## config.mk

```make
export PLATFORM = sky130hd
export DESIGN_NAME = riscv_hwloop_regs
export DESIGN_NICKNAME = d
export VERILOG_FILES = /design/src/rtl/riscv_hwloop_regs.sv
export SDC_FILE = /design/constraint.sdc
export NUM_CORES = 1
export LEC_CHECK = 0
export BUFFER_PORTS_ARGS = -buffer_cell sky130_fd_sc_hd__buf_2
export CAP_MARGIN = 20
export CORE_ASPECT_RATIO = 2
export CORE_UTILIZATION = 47
export DETAILED_ROUTE_END_ITERATION = 8
export GPL_ROUTABILITY_DRIVEN = 0
export GPL_TIMING_DRIVEN = 0
export PLACE_DENSITY_LB_ADDON = 0.08
export SLEW_MARGIN = 25
export SYNTH_ARGS = -nofsm -noshare
export SYNTH_HDL_FRONTEND = slang
export SYNTH_SLANG_ARGS = --single-unit
```

## constraint.sdc

```tcl
create_clock -name clk -period 2.3 [get_ports clk]
set_input_delay 0.46 -clock clk [delete_from_list [all_inputs] [get_ports clk]]
set_output_delay 0.46 -clock clk [all_outputs]
set_load 0.03 [all_outputs]
```

## src/rtl/riscv_hwloop_regs.sv

```systemverilog
// Hardware-loop register file.
// Holds start/end/count for each hardware loop. The CSR unit writes these
// registers and reads them back. The controller decrements the counts as
// loop iterations retire. The ID-stage PC is compared against each loop end
// so that fetch knows when to branch back to a loop start.
module riscv_hwloop_regs #(
  parameter int N_HWLP      = 2,
  parameter int N_HWLP_BITS = $clog2(N_HWLP)
) (
  input  logic                           clk,
  input  logic                           rst_n,

  input  logic [2:0]                     hwlp_we_i,
  input  logic [N_HWLP_BITS-1:0]         hwlp_regid_i,
  input  logic [31:0]                    hwlp_data_i,

  input  logic [N_HWLP-1:0]              hwlp_dec_cnt_i,

  input  logic [31:0]                    pc_id_i,

  output logic [N_HWLP-1:0][31:0]        hwlp_start_o,
  output logic [N_HWLP-1:0][31:0]        hwlp_end_o,
  output logic [N_HWLP-1:0][31:0]        hwlp_cnt_o,

  output logic [N_HWLP-1:0]              hwlp_match_o,
  output logic                           hwlp_jump_o,
  output logic [31:0]                    hwlp_target_o
);

  logic [N_HWLP-1:0][31:0] start_q;
  logic [N_HWLP-1:0][31:0] end_q;
  logic [N_HWLP-1:0][31:0] cnt_q;

  // Per-loop write selects. An out-of-range regid matches no loop, so the
  // write is dropped.
  logic [N_HWLP-1:0]       sel;
  logic [N_HWLP-1:0]       start_we;
  logic [N_HWLP-1:0]       end_we;
  logic [N_HWLP-1:0]       cnt_we;

  // Decrement requests that can take effect. A count write to the same
  // loop overrides the decrement. A count of zero stays at zero.
  logic [N_HWLP-1:0]       cnt_dec;

  // Loops whose end address is in ID and that still have at least two
  // iterations left. These loops must branch back to their start.
  logic [N_HWLP-1:0]       jump_cand;

  // Decode the register index and the write enables into per-loop strobes.
  always_comb begin
    sel      = '0;
    start_we = '0;
    end_we   = '0;
    cnt_we   = '0;
    cnt_dec  = '0;
    for (int i = 0; i < N_HWLP; i++) begin
      sel[i]      = (hwlp_regid_i == N_HWLP_BITS'(i));
      start_we[i] = sel[i] & hwlp_we_i[0];
      end_we[i]   = sel[i] & hwlp_we_i[1];
      cnt_we[i]   = sel[i] & hwlp_we_i[2];
      cnt_dec[i]  = hwlp_dec_cnt_i[i] & ~cnt_we[i] & (cnt_q[i] != 32'd0);
    end
  end

  // Start address registers.
  always_ff @(posedge clk or negedge rst_n) begin
    if (!rst_n) begin
      start_q <= '0;
    end else begin
      for (int i = 0; i < N_HWLP; i++) begin
        if (start_we[i]) begin
          start_q[i] <= hwlp_data_i;
        end
      end
    end
  end

  // End address registers. Each holds the address of the last body instruction.
  always_ff @(posedge clk or negedge rst_n) begin
    if (!rst_n) begin
      end_q <= '0;
    end else begin
      for (int i = 0; i < N_HWLP; i++) begin
        if (end_we[i]) begin
          end_q[i] <= hwlp_data_i;
        end
      end
    end
  end

  // Iteration counters. A CSR write wins over a decrement, and a decrement saturates at zero.
  always_ff @(posedge clk or negedge rst_n) begin
    if (!rst_n) begin
      cnt_q <= '0;
    end else begin
      for (int i = 0; i < N_HWLP; i++) begin
        if (cnt_we[i]) begin
          cnt_q[i] <= hwlp_data_i;
        end else if (cnt_dec[i]) begin
          cnt_q[i] <= cnt_q[i] - 32'd1;
        end
      end
    end
  end

  // Match the ID-stage PC against the loop ends using registered state only.
  always_comb begin
    hwlp_match_o = '0;
    jump_cand    = '0;
    for (int i = 0; i < N_HWLP; i++) begin
      hwlp_match_o[i] = (pc_id_i == end_q[i]) && (cnt_q[i] != 32'd0);
      jump_cand[i]    = hwlp_match_o[i] && (cnt_q[i] > 32'd1);
    end
  end

  // Select the jump target. The lowest-index candidate wins, so the inner
  // loop takes precedence when loops are nested.
  always_comb begin
    hwlp_target_o = '0;
    for (int i = N_HWLP - 1; i >= 0; i--) begin
      if (jump_cand[i]) begin
        hwlp_target_o = start_q[i];
      end
    end
  end

  assign hwlp_jump_o  = |jump_cand;
  assign hwlp_start_o = start_q;
  assign hwlp_end_o   = end_q;
  assign hwlp_cnt_o   = cnt_q;

endmodule

```

==> flow_summary.toml <==
[yosys]
synth_seq_cells = 192
ys_seq_area_frac = 0.483
async_reset_ff_frac = 1.00
yosys.area.top_type = "dfrtp_1"
yosysWarnings = 0
avgSynthCellArea_um2 = 10.8
ys_types = 54
netlist_instances = 917
yosysTopAreaCellShare = 0.483
syn-cell-area_mm2 = 0.00994
synth_edf_count = 0
synthFlopType = "dfrtp_1"
yosys-top-cells-area = "dfrtp_1 (48%), mux2_2 (14%), xnor2_1 (5.2%)"
synth_nets = 995

[power]
powerDensity_mw_per_mm2 = 768
p_leak_nw = 6.04
power.total_mw = 10.8
peakVddDrop_mv = 0.582

[clock_tree]
clkSinkCount = 192
clk_pin_slew_ns = 0.07
clock_latency_ns = 0.43
cts_buffers = 17
cts_buffer_depth = 2
tritoncts = "done"
ctsRootBufferMaster = "clkbuf_16"
htreeDepth = 4

[global_routing]
grt_max_degree = 82
track_usage = 0.332
antenna_found_initial = 2
grt_pass1_wl_mm = 54.2
first_global_vias = 9134
gr-total-overflow = 0

[cells_and_area]
drive_gt1_frac = 0.490
most-common-layout-cells = "buf_2 (260), dfrtp_1 (178), mux2_2 (128)"
final_common_cell = "buf_2"
finish.instance_area_mm2 = 0.0140
final_cells = 1560
final_nets = 1359
syn2layout_area_growth_pct = 41.3

[timing]
relSlewSlack = 0.543
fin_crit_sh = 1.36
slew_viol_final = 0
tightest_slew_ns = 0.686
rsz0062_at_grt = "yes"
post-route-min-period_ns = 3.14
fmax_mhz = 319
finalHoldViolations = 0
fin_ws_ns = -0.838
fin_worst_skew_ns = 0.0122
setup_violations = 38

[placement]
place_area_mm2 = 0.0123
place_inst = 1481
dp.final_hpwl_mm = 26.5
port_buffers = 296

[drt]
wl_mm = 36.1
ant_nets = 0
vias_per_cell = 5.74
firstDrtPassIters = 5
drc = 0
wl_per_cell_um = 23.1
drt_iter0_markers = 411
via_count = 8951

[critical_path]
cp-end-kind = "output port"
crit_required_ns = 1.84
crit_slowest_cell = "nor4_4"
cp_top_family = "simple AND/OR/NAND/NOR gates"
worstSetupPathType = "reg2out"
crit_fanout = 10
critPathLaunchType = "flip-flop"
max_stage_delay_ns = 0.44
worst-path-buf-inv = 2
crit_path_cell_trace = "xnor2_2, nand4_1, nor4_4, nand2_2, a31o_4, buf_12, o31ai_4, buf_6"
worstPathArrival_ns = 2.68

[die]
die_width_um = 105
start_util = 0.484
num_io_pins = 299
rows = 74
dieArea_mm2 = 0.0218
die_h_um = 208
core_area_mm2 = 0.0206

[min_path]
min_path_type = "in2reg"

[flow_run]
max-cap-violations = 0

[outcome]
violations = "setup timing"
outcome = "complete, but fails checks"
## per-stage QoR
step | util | setup slack [ns] | setup TNS, ns | hold WS, ns
2_1_floorplan | - | -0.393 | -11.99 | 0.164
3_3_place_gp | 0.597 | -2.84 | -523.16 | 0.507
3_5_place_dp | 0.600 | -1.25 | -48.91 | 0.358
4_1_cts | 0.670 | -0.780 | -25.70 | 0.319
5_1_grt | 0.683 | -0.865 | -29.49 | 0.350
6_report | 0.683 | -0.838 | -27.57 | 0.334
## where the power goes
group,internal [mW],switching [mW]
sequential,3.89,0.671
clock,1.53,1.34
combinational,1.17,2.18
total,6.59,4.19
## final cells by class
cell class | instances | area [um2]
Timing Repair Buffer | 348 | 2220
Multi-Input combinational cell | 643 | 5700
Tap cell | 266 | 333
Fill cell | 1687 | 6510
Clock buffer | 20 | 447
Clock inverter | 11 | 109
Sequential cell | 192 | 4820
Buffer | 42 | 272
Inverter | 37 | 141
Antenna cell | 1 | 2.50
## metal layers
metal	vias to the layer above	GRT usage	part of all wire
met1	4500	0.373	0.36
li1	3984	-	-
met2	395	0.608	0.54
met5	-	0	0.00031
met3	70	0.0581	0.059
met4	2	0.140	0.042
## state kept, by name, summed over array words and instances (netlist names)
signal / count
hwlp_cnt_o: 64
hwlp_end_o: 64
hwlp_start_o: 64
## cell families after synthesis
group                      after synthesis  share of synthesized area
muxes                                  129                      0.146
adders and majority gates                6                    0.00755
buffers and inverters                   82                     0.0322
and+or+nand+nor                        278                      0.152
DFF                                    192                      0.483
xor gates and xnor gates               118                      0.104
AOI/OAI and AO/OA                      112                     0.0755
## path summary, 6_finish.rpt
kind / from / end / slack, ns / depth (start not counted)
max in group asynchronous: rst_n / hwlp_cnt_o[17] / 1.04 / 3
min in group asynchronous: rst_n / hwlp_start_o[12] / 0.50 / 2
max: hwlp_end_o[57] / hwlp_target_o[3] / -0.84 / 8
min reg2reg: hwlp_start_o[47] / hwlp_start_o[47] / 0.53 / 1
max reg2reg: hwlp_cnt_o[32] / hwlp_cnt_o[61] / -0.01 / 8
min: hwlp_we_i[2] / hwlp_cnt_o[34] / 0.33 / 3
## repair_timing
item                                   4_1_cts  5_1_grt
gates cloned                                 2        0
pin swaps                                   29       17
setup endpoints to repair                   79       76
gates resized for setup                    146       38
hold buffers                                 1        0
buffers inserted                            31       17
endpoints found under the hold margin       35        0
## synthesized netlist by cell type (2+ instances only)
cell type and count:
and2_1 4, nor4_1 28, ha_1 6, nand2b_1 5, and3_1 5, nor2_1 65
inv_1 37, nor4_2 3, clkbuf_1 25, o31ai_1 35, buf_2 7, a21oi_1 41
xor2_1 59, nand4_1 21, xnor2_1 59, nand4b_1 4, nor4b_1 6, buf_1 12
nand2_1 43, nand3b_1 4, a2111oi_4 2, nor3_1 20, a31oi_1 3, dfrtp_1 192
mux2_2 128, nand3_1 52, or3_1 3, o21ai_0 21, nor2b_1 2
## worst reg2reg max path, delay by kind of cell, from the launching register on
| kind | cells | cell delay (ns) |
|---|---|---|
| AND/OR/NAND/NOR | 4 | 1.15 |
| XOR/XNOR | 1 | 0.17 |
| buffers and inverters | 2 | 0.32 |
| AO/OA/AOI/OAI | 1 | 0.08 |
| flip-flops | 1 | 0.45 |
Note: power is estimated with default switching activity, not from simulation.
